`src/rtl/matrix_loader_pkg.sv`:
```
// Shared definitions for the matrix loader: word geometry and FSM state encoding.
package matrix_loader_pkg;

  localparam int WORD_W    = 32;
  localparam int MAT_WORDS = 9;

  typedef logic [1:0] state_t;

  localparam state_t ST_IDLE = 2'd0;
  localparam state_t ST_LOAD = 2'd1;
  localparam state_t ST_LAST = 2'd2;
  localparam state_t ST_DONE = 2'd3;

endpackage

```
`src/rtl/matrix_loader.sv`:
```
// Streams an N_WORDS matrix into data memory in row-major order over a valid/ready input.
// Accepted word appears on the write port one cycle later; in_ready is low outside LOAD.
module matrix_loader
  import matrix_loader_pkg::*;
#(
  parameter int                N_WORDS   = MAT_WORDS,
  parameter logic [WORD_W-1:0] BASE_ADDR = 32'd0,
  parameter logic [WORD_W-1:0] ADDR_STEP = 32'd1
) (
  input  logic              clk,
  input  logic              reset,
  input  logic              start,
  input  logic              in_valid,
  input  logic [WORD_W-1:0] in_data,
  output logic              in_ready,
  output logic              mem_w,
  output logic [WORD_W-1:0] mem_addr,
  output logic [WORD_W-1:0] mem_wdata,
  output logic              busy,
  output logic              done,
  output logic [3:0]        count
);

  localparam logic [3:0] LAST_COUNT = 4'(N_WORDS);

  state_t            state;
  logic [WORD_W-1:0] ptr;
  logic              xfer;

  assign xfer = in_valid && in_ready;

  // in_ready and busy are registered copies of the next-state decode so all outputs come from flops.
  always_ff @(posedge clk or posedge reset) begin
    if (reset) begin
      state     <= ST_IDLE;
      ptr       <= '0;
      in_ready  <= 1'b0;
      mem_w     <= 1'b0;
      mem_addr  <= '0;
      mem_wdata <= '0;
      busy      <= 1'b0;
      done      <= 1'b0;
      count     <= '0;
    end else begin
      mem_w <= 1'b0;
      done  <= 1'b0;
      case (state)
        ST_IDLE: begin
          if (start) begin
            state    <= ST_LOAD;
            count    <= '0;
            ptr      <= BASE_ADDR;
            in_ready <= 1'b1;
            busy     <= 1'b1;
          end
        end
        ST_LOAD: begin
          if (xfer) begin
            mem_w     <= 1'b1;
            mem_addr  <= ptr;
            mem_wdata <= in_data;
            ptr       <= ptr + ADDR_STEP;
            count     <= count + 4'd1;
            if (count + 4'd1 == LAST_COUNT) begin
              state    <= ST_LAST;
              in_ready <= 1'b0;
            end
          end
        end
        ST_LAST: begin
          state <= ST_DONE;
          busy  <= 1'b0;
          done  <= 1'b1;
        end
        ST_DONE: begin
          state <= ST_IDLE;
        end
        default: begin
          state    <= ST_IDLE;
          in_ready <= 1'b0;
          busy     <= 1'b0;
        end
      endcase
    end
  end

endmodule

```
`config.mk`:
```
export PLATFORM = sky130hd
export DESIGN_NAME = matrix_loader
export DESIGN_NICKNAME = d
export VERILOG_FILES = /design/src/rtl/matrix_loader_pkg.sv /design/src/rtl/matrix_loader.sv
export SDC_FILE = /design/constraint.sdc
export NUM_CORES = 1
export LEC_CHECK = 0
export ABC_AREA = 1
export BUFFER_PORTS_ARGS = -buffer_cell sky130_fd_sc_hd__buf_2
export CORE_ASPECT_RATIO = 0.75
export CORE_UTILIZATION = 49
export DETAILED_ROUTE_END_ITERATION = 12
export HOLD_SLACK_MARGIN = 0.15
export PLACE_DENSITY = 0.76
export SKIP_LAST_GASP = 1
export SLEW_MARGIN = 30
export SYNTH_ARGS = -nofsm -noshare
export SYNTH_HDL_FRONTEND = slang
export SYNTH_SLANG_ARGS = --single-unit
```
`constraint.sdc`:
```
create_clock -name clk -period 3.43 [get_ports clk]
set_input_delay 0.686 -clock clk [delete_from_list [all_inputs] [get_ports clk]]
set_output_delay 0.686 -clock clk [all_outputs]
set_load 0.02 [all_outputs]
```
==> results of run 1 <==
how the worst max path moves through the flow:
stage / to / from / cells after the start / slack [ns]
floorplan: busy$_DFFE_PP0P_ / reset / 1 / 1.47
global route: ptr[3]$_DFFE_PP0P_ / state[1]$_DFFE_PP0P_ / 8 / 1.03
finish: ptr[2]$_DFFE_PP0P_ / state[1]$_DFFE_PP0P_ / 8 / 1.18
global placement: ptr[3]$_DFFE_PP0P_ / in_valid / 7 / 1.22
CTS: ptr[2]$_DFFE_PP0P_ / state[1]$_DFFE_PP0P_ / 8 / 1.18
detailed placement: ptr[2]$_DFFE_PP0P_ / in_valid / 7 / 1.17
area by class of cell:
class	count	area [um2]	area share [%]
clock buffers	11	253	4.40
clock inverters	5	46.3	0.805
inverters	64	244	4.24
multi-input cells	411	1820	31.6
flip-flops and latches	106	2650	46.1
well taps	128	160	2.79
repair buffers	111	578	10.1
stage by stage:
step	hold WS, ns	instance area [um2]	util [%]	std cells	setup slack [ns]
final	0.442	5750	62.0	836	1.18
after CTS	0.453	5750	62.0	836	1.18
after floorplan	0.465	4790	-	598	1.47
after global routing	0.499	5750	62.0	836	1.03
after global placement	0.457	5450	58.8	820	1.22
after detailed placement	0.462	5450	58.8	820	1.17
metal layers:
| layer | track usage [%] | vias to the layer above | wire length, um |
|---|---|---|---|
| li1 | - | 2071 | - |
| met1 | 30.8 | 1954 | 5110 |
| met2 | 37.0 | 130 | 5120 |
| met3 | 5.12 | 11 | 627 |
| met4 | 6.64 | 0 | 106 |
| met5 | 0 | - | 0 |
cells by family after synthesis:
kind of cell	share of synthesized area [%]
AND/OR/NAND/NOR	29.9
flip-flops	55.5
buffers and inverters	6.59
AO/OA/AOI/OAI	6.12
adder cells (fa/ha/maj)	1.57
XOR/XNOR	0.366
where the power goes:
group | total, W | leakage, nW | internal, W | switching (W)
sequential | 0.00126 | 1.37 | 0.00126 | 0.00000715
clock | 0.00101 | 0.142 | 0.000543 | 0.000464
combinational | 0.0000652 | 1.90 | 0.0000228 | 0.0000424
total | 0.00233 | 3.41 | 0.00182 | 0.000513
layout by cell type (no fill, tap or decap), types with 3 or more instances in the layout:
cell        instances
a21oi_1            12
buf_2             107
buf_4               3
clkbuf_16           9
clkinvlp_4          3
dfrtp_1           106
ha_1                6
inv_1              62
nand2_1           236
nand3_1            24
nand4_1            12
nor2_1             56
nor3_1              7
o21ai_0            39
o21ai_1             3
sequential cells by signal, summed over array words and instances (netlist names), 2 cells and up:
name,count
mem_addr,32
ptr,32
mem_wdata,32
state,2
count,4
==> flow_summary.yaml, run 1 <==
sta:
  relSlewSlack_pct: 47.2
  setup_viol: 0
  rsz0062_at_grt: "no"
  timing.final.crit_share_pct: 65.6
  fin_skew_ns: 0.00769
  maxSlewViolCount: 0
  finalCriticalPeriod_ns: 2.25
  hold_viol: 0
  clock.fmax_mhz: 444
  tns_ns: 0
  worstMarginPinSlew_ns: 0.792
logic_synthesis:
  synthCells: 598
  synthArstFlopShare_pct: 100
  synth_seq_cells: 106
  syn-num-nets: 640
  synth_area_um2: 4780
  ys_warn_count: 0
  synth_commonest_cells: "nand2_1, dfrtp_1, inv_1"
  synth_cell_types: 26
  post-synth-top-count-cell: "nand2_1"
  yosysTopAreaCellShare_pct: 55.5
  synth_top_area_cell: "dfrtp_1"
  synth_area_per_cell_um2: 8.00
  synth.area.top_cells: "dfrtp_1, nand2_1, inv_1, nor2_1, o21ai_0"
  synth-edff-count: 0
  ys_seq_area_share_pct: 55.5
  ys.flop_type: "dfrtp_1"
global_routing:
  antenna_found_initial: 0
  grt_max_degree: 89
  grt_usage_pct: 22.7
  grt_overflow: 0
  grt_pass1_wl_um: 17800
  first_global_vias: 3915
critical_path:
  path_class: "flop to flop"
  start_kind: "flop"
  critPathMaxStageDelay_ns: 0.46
  crit_top_cell: "inv_1"
  cp.arrival_ns: 2.49
  worstSetupEndpointType: "flop"
  path_cells: "inv_1 -> ha_1 -> nand3_2 -> buf_4 -> nor2_1 -> inv_1 -> o21ai_0 -> a21oi_1"
  worstRegToRegCells: 8
  critPathSlowestCell: "nor2_1"
  path_buf_inv: 3
  r2r_start: "state[1]$_DFFE_PP0P_"
  r2r_slack_ns: 1.18
  worstReg2RegEnd: "ptr[2]$_DFFE_PP0P_"
  required_ns: 3.66
  path_max_fanout: 88
  crit_family: "simple AND/OR/NAND/NOR gates"
final_layout:
  nFillCells: 798
  drive_gt1_share_pct: 19.8
  antenna_cells: 0
  final_nets: 745
  syn_to_final_growth_pct: 20.2
clock_tree:
  post_cts_buffers: 0
  clk_pin_slew_ns: 0.07
  cts_tree: "yes"
  ctsHoldBuffers: 0
  cts.path.max_buffers: 2
  htreeDepth: 3
  cts_buffers: 9
  clock-sinks: 106
  root_buffer: "clkbuf_16"
  cts_resized: 0
  clk_latency_ns: 0.34
route:
  ant_nets: 0
  first_iter_violations: 327
  routed-via-count: 4166
  wirelength_um: 11000
  drc_errors: 0
  wl_per_cell_um: 13.1
  first_pass_iters: 5
  vias_per_cell: 4.98
floorplan:
  die_y_um: 87.6
  core_area_um2: 9270
  rows: 30
  start_util_pct: 51.6
  io_pins: 108
  die_w_um: 116
  die-area_um2: 10200
placement:
  portBuffers: 107
  place_congestion: 0.878
  hpwl_um: 7870
job:
  max_cap_violations: 0
power:
  power.density_nw_per_um2: 406
  peakVddDrop_mv: 0.216
  total_leakage_power_nw: 3.41
  total_power_w: 0.00233
min_path:
  hold_path_class: "primary input to async pin"
run_status:
  status: "finished clean"
Power figures use the tool's default switching activity.
==> run 2, diff against run 1 <==
--- a/config.mk
+++ b/config.mk
@@ -5,13 +5,13 @@
 export SDC_FILE = /design/constraint.sdc
 export NUM_CORES = 1
 export LEC_CHECK = 0
-export ABC_AREA = 1
+export ABC_AREA = 0
 export BUFFER_PORTS_ARGS = -buffer_cell sky130_fd_sc_hd__buf_2
 export CORE_ASPECT_RATIO = 0.75
-export CORE_UTILIZATION = 49
+export CORE_UTILIZATION = 54
 export DETAILED_ROUTE_END_ITERATION = 12
 export HOLD_SLACK_MARGIN = 0.15
-export PLACE_DENSITY = 0.76
+export PLACE_DENSITY = 0.8
 export SKIP_LAST_GASP = 1
 export SLEW_MARGIN = 30
 export SYNTH_ARGS = -nofsm -noshare
==> constraint.sdc (replaced) <==
create_clock -name clk -period 2.28 [get_ports clk]
set_input_delay 0.456 -clock clk [delete_from_list [all_inputs] [get_ports clk]]
set_output_delay 0.456 -clock clk [all_outputs]
set_load 0.02 [all_outputs]
==> run 2 against run 1 <==
Compared with the run above: count of clock-buffer cells in the layout did not move; utilization grew 7.4 points; die area decreased by 12%; register-to-register slack worse by 1.1 ns; global-route usage is 0.58 points higher; maximum frequency up 3.1%; combinational power rose to 30 times the previous value; clock skew rose by 0.0013 ns; largest cell class unchanged; final cell count is 14% lower; critical path depth down 1; worst setup slack worse by 1.1 ns.
==> flow_summary.yaml, run 2 <==
route:
  first_iter_violations: 195
  vias_per_cell: 5.28
  wirelength_um: 10100
  first_pass_iters: 4
  routed-via-count: 3804
  drc_errors: 0
  wl_per_cell_um: 13.9
  ant_nets: 0
final_layout:
  final_cell_mix: "nand2_1, buf_2, dfrtp_1"
  antenna_cells: 0
  fin_util_pct: 69.4
  mostFrequentLayoutCell: "nand2_1"
  largest_registers: "mem_addr x32, mem_wdata x32, ptr x32"
  drive_gt1_share_pct: 23.7
  syn_to_final_growth_pct: 21.3
  final_area_um2: 5620
  final_nets: 654
critical_path:
  worstSetupEndpointType: "flop"
  worstRegToRegCells: 7
  required_ns: 2.50
  cp.arrival_ns: 2.41
  worstReg2RegEnd: "ptr[28]$_DFFE_PP0P_"
  path_max_fanout: 7
  path_class: "flop to flop"
  start_kind: "flop"
  r2r_start: "state[0]$_DFFE_PP0P_"
  r2r_slack_ns: 0.1
clock_tree:
  clock-sinks: 106
  htreeDepth: 3
  clk_pin_slew_ns: 0.07
  ctsHoldBuffers: 0
  root_buffer: "clkbuf_16"
  cts.path.max_buffers: 2
  cts_resized: 0
  post_cts_buffers: 0
  cts_buffers: 9
  cts_tree: "yes"
  clk_latency_ns: 0.34
logic_synthesis:
  yosysTopAreaCellShare_pct: 57.3
  syn-num-nets: 547
  synthCells: 505
  synth_seq_cells: 106
  post-synth-top-count-cell: "nand2_1"
  synth-edff-count: 0
  synthArstFlopShare_pct: 100
  synth_commonest_cells: "nand2_1, dfrtp_1, nor2_1"
  ys.flop_type: "dfrtp_1"
  synth_area_um2: 4630
  synth.area.top_cells: "dfrtp_1, nand2_1, xor2_1, nor2_1, nand4_1"
  synth_cell_types: 41
  synth_area_per_cell_um2: 9.17
  ys_warn_count: 0
  ys_seq_area_share_pct: 57.3
  synth_top_area_cell: "dfrtp_1"
global_routing:
  grt_max_degree: 44
  grt.busiest_layer: "met2"
  grt_usage_pct: 23.3
  use_met1_pct: 30.8
  antenna_found_initial: 0
  grt_pass1_wl_um: 16100
  met3_usage_pct: 5.18
  grt_overflow: 0
  first_global_vias: 3483
  use_met2_pct: 38.7
min_path:
  hold_path_class: "primary input to async pin"
placement:
  place_congestion: 0.838
  place_area_um2: 5340
  hpwl_um: 7010
  portBuffers: 107
power:
  p_clk_share_pct: 25.1
  peakVddDrop_mv: 0.791
  combPwrFrac_pct: 32.8
  pwr-share-seq_pct: 42.1
  power.density_nw_per_um2: 1070
  p_int_w: 0.00379
  total_leakage_power_nw: 3.10
  p_sw_share_pct: 37.2
  total_power_w: 0.00603
  p_switching_w: 0.00225
floorplan:
  io_pins: 108
  die_w_um: 109
  die-area_um2: 8960
  start_util_pct: 57.2
  die_y_um: 82.2
  rows: 28
  core_area_um2: 8090
sta:
  hold_ws_ns: 0.217
  maxSlewViolCount: 0
  rsz0062_at_grt: "no"
  worstMarginPinSlew_ns: 0.692
  setup_viol: 0
  tns_ns: 0
  timing.final.crit_share_pct: 95.8
  clock.fmax_mhz: 458
  hold_viol: 0
  relSlewSlack_pct: 53.8
  finalCriticalPeriod_ns: 2.18
  fin_skew_ns: 0.00899
job:
  max_cap_violations: 0
run_status:
  status: "finished clean"
[run 2: area by class of cell]
class,instances,area (um2)
Inverter,13,52.6
Clock buffer,11,233
Multi-Input combinational cell,362,1830
Tap cell,105,131
Timing Repair Buffer,120,671
Sequential cell,106,2650
Fill cell,638,2470
Clock inverter,4,51.3
[run 2: power groups by stage]
stage               Combinational, W  Clock [W]  Sequential (W)
floorplan                   0.000818          0         0.00302
global placement             0.00193          0         0.00254
detailed placement           0.00199          0         0.00257
CTS                          0.00200    0.00156         0.00254
global route                 0.00219    0.00162         0.00259
finish                       0.00198    0.00152         0.00254
[run 2: per-layer routing]
metal  part of all wire (%)  vias to the layer above
met5                      0                        -
met4                    1.4                        0
met3                    5.5                       13
met2                     47                      120
met1                     46                     1823
li1                       -                     1848
[run 2: worst max-delay path, stage by stage (launching register included)]
cell and delay (ns):
dfrtp_1 0.40, inv_1 0.10, ha_1 0.29, nor2b_4 0.18, a2111oi_4 0.40, nand4_1 0.22, nor2_1 0.15, mux2_2 0.33
[run 2: through the flow]
| step | setup slack, ns | instances |
|---|---|---|
| final | 0.0967 | 721 |
| after global routing | 0.0119 | 721 |
| after CTS | 0.135 | 721 |
| after detailed placement | 0.167 | 706 |
| after global placement | 0.279 | 706 |
| after floorplan | 0.332 | 505 |
[run 2: worst max-delay path by stage]
stage | from | end | slack (ns)
after floorplan | state[0]$_DFFE_PP0P_ | ptr[28]$_DFFE_PP0P_ | 0.33
after global placement | state[0]$_DFFE_PP0P_ | ptr[28]$_DFFE_PP0P_ | 0.28
after detailed placement | state[0]$_DFFE_PP0P_ | ptr[28]$_DFFE_PP0P_ | 0.17
after CTS | state[0]$_DFFE_PP0P_ | ptr[28]$_DFFE_PP0P_ | 0.13
after global routing | state[0]$_DFFE_PP0P_ | ptr[22]$_DFFE_PP0P_ | 0.01
final | state[0]$_DFFE_PP0P_ | ptr[28]$_DFFE_PP0P_ | 0.1
[run 2: cells by family (layout without fill, tap and decap cells)]
group / Yosys count / count (layout) / synth area share [%]
AOI/OAI and AO/OA: 32 / 32 / 4.67
buffers and inverters: 37 / 148 / 3.43
DFF: 106 / 106 / 57.3
muxes: 2 / 2 / 0.486
and+or+nand+nor: 297 / 297 / 27.8
xor gates and xnor gates: 25 / 25 / 4.73
adders and majority gates: 6 / 6 / 1.62
==> run 3, diff against run 2 <==
--- a/config.mk
+++ b/config.mk
@@ -8,10 +8,11 @@
 export ABC_AREA = 0
 export BUFFER_PORTS_ARGS = -buffer_cell sky130_fd_sc_hd__buf_2
 export CORE_ASPECT_RATIO = 0.75
-export CORE_UTILIZATION = 54
+export CORE_UTILIZATION = 56
+export CTS_BUF_LIST = sky130_fd_sc_hd__clkbuf_4
 export DETAILED_ROUTE_END_ITERATION = 12
 export HOLD_SLACK_MARGIN = 0.15
-export PLACE_DENSITY = 0.8
+export PLACE_DENSITY = 0.83
 export SKIP_LAST_GASP = 1
 export SLEW_MARGIN = 30
 export SYNTH_ARGS = -nofsm -noshare
==> constraint.sdc (replaced) <==
create_clock -name clk -period 2.39 [get_ports clk]
set_input_delay 0.478 -clock clk [delete_from_list [all_inputs] [get_ports clk]]
set_output_delay 0.478 -clock clk [all_outputs]
set_load 0.02 [all_outputs]
==> run 3 against run 2 <==
Compared with the run above: power down 12%; first-iteration DRC count increased by 27%; register-to-register slack better by 0.13 ns; hold slack got worse by 0.022 ns; critical path depth increased by 1; sequential share of layout area grew 0.86 points; maximum frequency increased by 0.93%; sequential power down 5%; count of clock-buffer cells in the layout fell by 2; cell area is 1.8% lower.
==> flow_summary.yaml, run 3 (same netlist as run 2, synthesis figures left out) <==
route:
  drc_errors: 0
  first_iter_violations: 248
  ant_nets: 0
  wirelength_um: 9970
  first_pass_iters: 5
  routed-via-count: 3786
  vias_per_cell: 5.21
  wl_per_cell_um: 13.7
final_layout:
  final_nets: 658
  final_cells: 726
  antenna_cells: 0
  final_cell_mix: "nand2_1, buf_2, dfrtp_1"
  drive_gt1_share_pct: 24.0
  nFillCells: 632
  mostFrequentLayoutCell: "nand2_1"
  fin_util_pct: 69.4
  largest_registers: "mem_addr x32, mem_wdata x32, ptr x32"
  syn_to_final_growth_pct: 19.2
power:
  power.density_nw_per_um2: 966
  p_switching_w: 0.00210
  p_clk_share_pct: 19.4
  combPwrFrac_pct: 35.3
  total_power_w: 0.00533
  p_sw_share_pct: 39.5
  peakVddDrop_mv: 0.544
  pwr-share-seq_pct: 45.4
  p_int_w: 0.00323
  total_leakage_power_nw: 3.06
placement:
  dp_cells: 706
  portBuffers: 107
  place_congestion: 0.771
  hpwl_um: 7030
sta:
  rsz0062_at_grt: "no"
  worstMarginPinSlew_ns: 0.569
  clock.fmax_mhz: 462
  timing.final.crit_share_pct: 90.5
  maxSlewViolCount: 0
  finalCriticalPeriod_ns: 2.16
  relSlewSlack_pct: 62.0
  setup_viol: 0
  fin_skew_ns: 0.0109
  hold_viol: 0
  tns_ns: 0
global_routing:
  grt_max_degree: 47
  first_global_vias: 3597
  grt_pass1_wl_um: 16400
  grt_overflow: 0
  grt_usage_pct: 24.5
  antenna_found_initial: 0
min_path:
  hold_depth: 3
  whs_endpoint: "mem_wdata[14]$_DFFE_PP0P_"
  hold_path_class: "primary input to flop"
  worstHoldStart: "in_data[14]"
clock_tree:
  clk_latency_ns: 0.46
  root_buffer: "clkbuf_4"
  clock-sinks: 106
  cts.path.max_buffers: 2
  cts_buffers: 9
  clk_pin_slew_ns: 0.16
  cts_tree: "yes"
  htreeDepth: 3
floorplan:
  core_area_um2: 7950
  start_util_pct: 58.2
  die_y_um: 80.8
  die_w_um: 107
  rows: 28
  die-area_um2: 8640
  io_pins: 108
critical_path:
  required_ns: 2.79
  worstReg2RegEnd: "ptr[16]$_DFFE_PP0P_"
  cp.arrival_ns: 2.57
  worstSetupEndpointType: "flop"
  path_max_fanout: 19
  r2r_slack_ns: 0.23
  worstRegToRegCells: 8
  path_class: "flop to flop"
  start_kind: "flop"
  r2r_start: "state[1]$_DFFE_PP0P_"
job:
  max_cap_violations: 0
run_status:
  status: "finished clean"
## run 3: cell count changes in the layout (fill, tap and decap cells not counted), sizes merged
cell	before	now
clkbuf	11	9
clkinv	1	2
dlygate4sd3	0	4
inv	13	14
bufinv	1	2
## run 3: layer usage
metal | part of all wire (%) | routed length [um] | GRT usage [%] | vias to the layer above
met2 | 49 | 4840 | 40.1 | 90
met1 | 46 | 4580 | 32.4 | 1825
met5 | 0 | 0 | 0 | -
li1 | - | - | - | 1859
met4 | 1.2 | 118 | 7.67 | 0
met3 | 4.3 | 429 | 6.26 | 12
## run 3: critical path: stages, from the launching register on
cell	delay, ns
dfrtp_1	0.42
inv_1	0.08
ha_1	0.34
o21ai_0	0.22
a2111oi_4	0.32
buf_4	0.31
nand4_1	0.16
xor2_1	0.18
nor2_1	0.10
## run 3: worst max-delay path by stage
stage                                    start                  end  slack (ns)
final                     state[1]$_DFFE_PP0P_  ptr[16]$_DFFE_PP0P_        0.23
after global routing      state[1]$_DFFE_PP0P_  ptr[16]$_DFFE_PP0P_       0.001
after CTS                 state[1]$_DFFE_PP0P_  ptr[16]$_DFFE_PP0P_        0.24
after detailed placement  state[1]$_DFFE_PP0P_  ptr[12]$_DFFE_PP0P_        0.27
after global placement    state[1]$_DFFE_PP0P_  ptr[28]$_DFFE_PP0P_        0.37
after floorplan           state[0]$_DFFE_PP0P_  ptr[28]$_DFFE_PP0P_        0.44
## run 3: through the flow
stage / instance area (um2) / setup slack [ns] / hold slack, ns
after floorplan: 4640 / 0.442 / 0.469
after global placement: 5310 / 0.368 / 0.453
after detailed placement: 5310 / 0.270 / 0.456
after CTS: 5490 / 0.236 / 0.162
after global routing: 5520 / 0.00110 / 0.152
final: 5520 / 0.227 / 0.194
## run 3: final cells by class
type                    instances  area [um2]  area share [%]
flip-flops and latches        106        2650            48.1
multi-input cells             362        1830            33.1
repair buffers                124         686            12.4
well taps                     105         131            2.38
clock inverters                 7         101            1.84
clock buffers                   9        67.6            1.22
inverters                      13        52.6           0.952
## run 3: timing repair
| item | CTS | global route |
|---|---|---|
| hold endpoints to repair | 24 | 3 |
| setup buffers | 0 | 0 |
| resized for setup | 0 | 0 |
| hold buffers | 1 | 3 |
## run 3: power by group through the flow
| stage | sequential (W) | combinational (W) | clock, W |
|---|---|---|---|
| detailed placement | 0.00245 | 0.00189 | 0 |
| global route | 0.00247 | 0.00210 | 0.00114 |
| global placement | 0.00243 | 0.00182 | 0 |
| CTS | 0.00242 | 0.00190 | 0.00107 |
| finish | 0.00242 | 0.00188 | 0.00103 |
| floorplan | 0.00288 | 0.000780 | 0 |
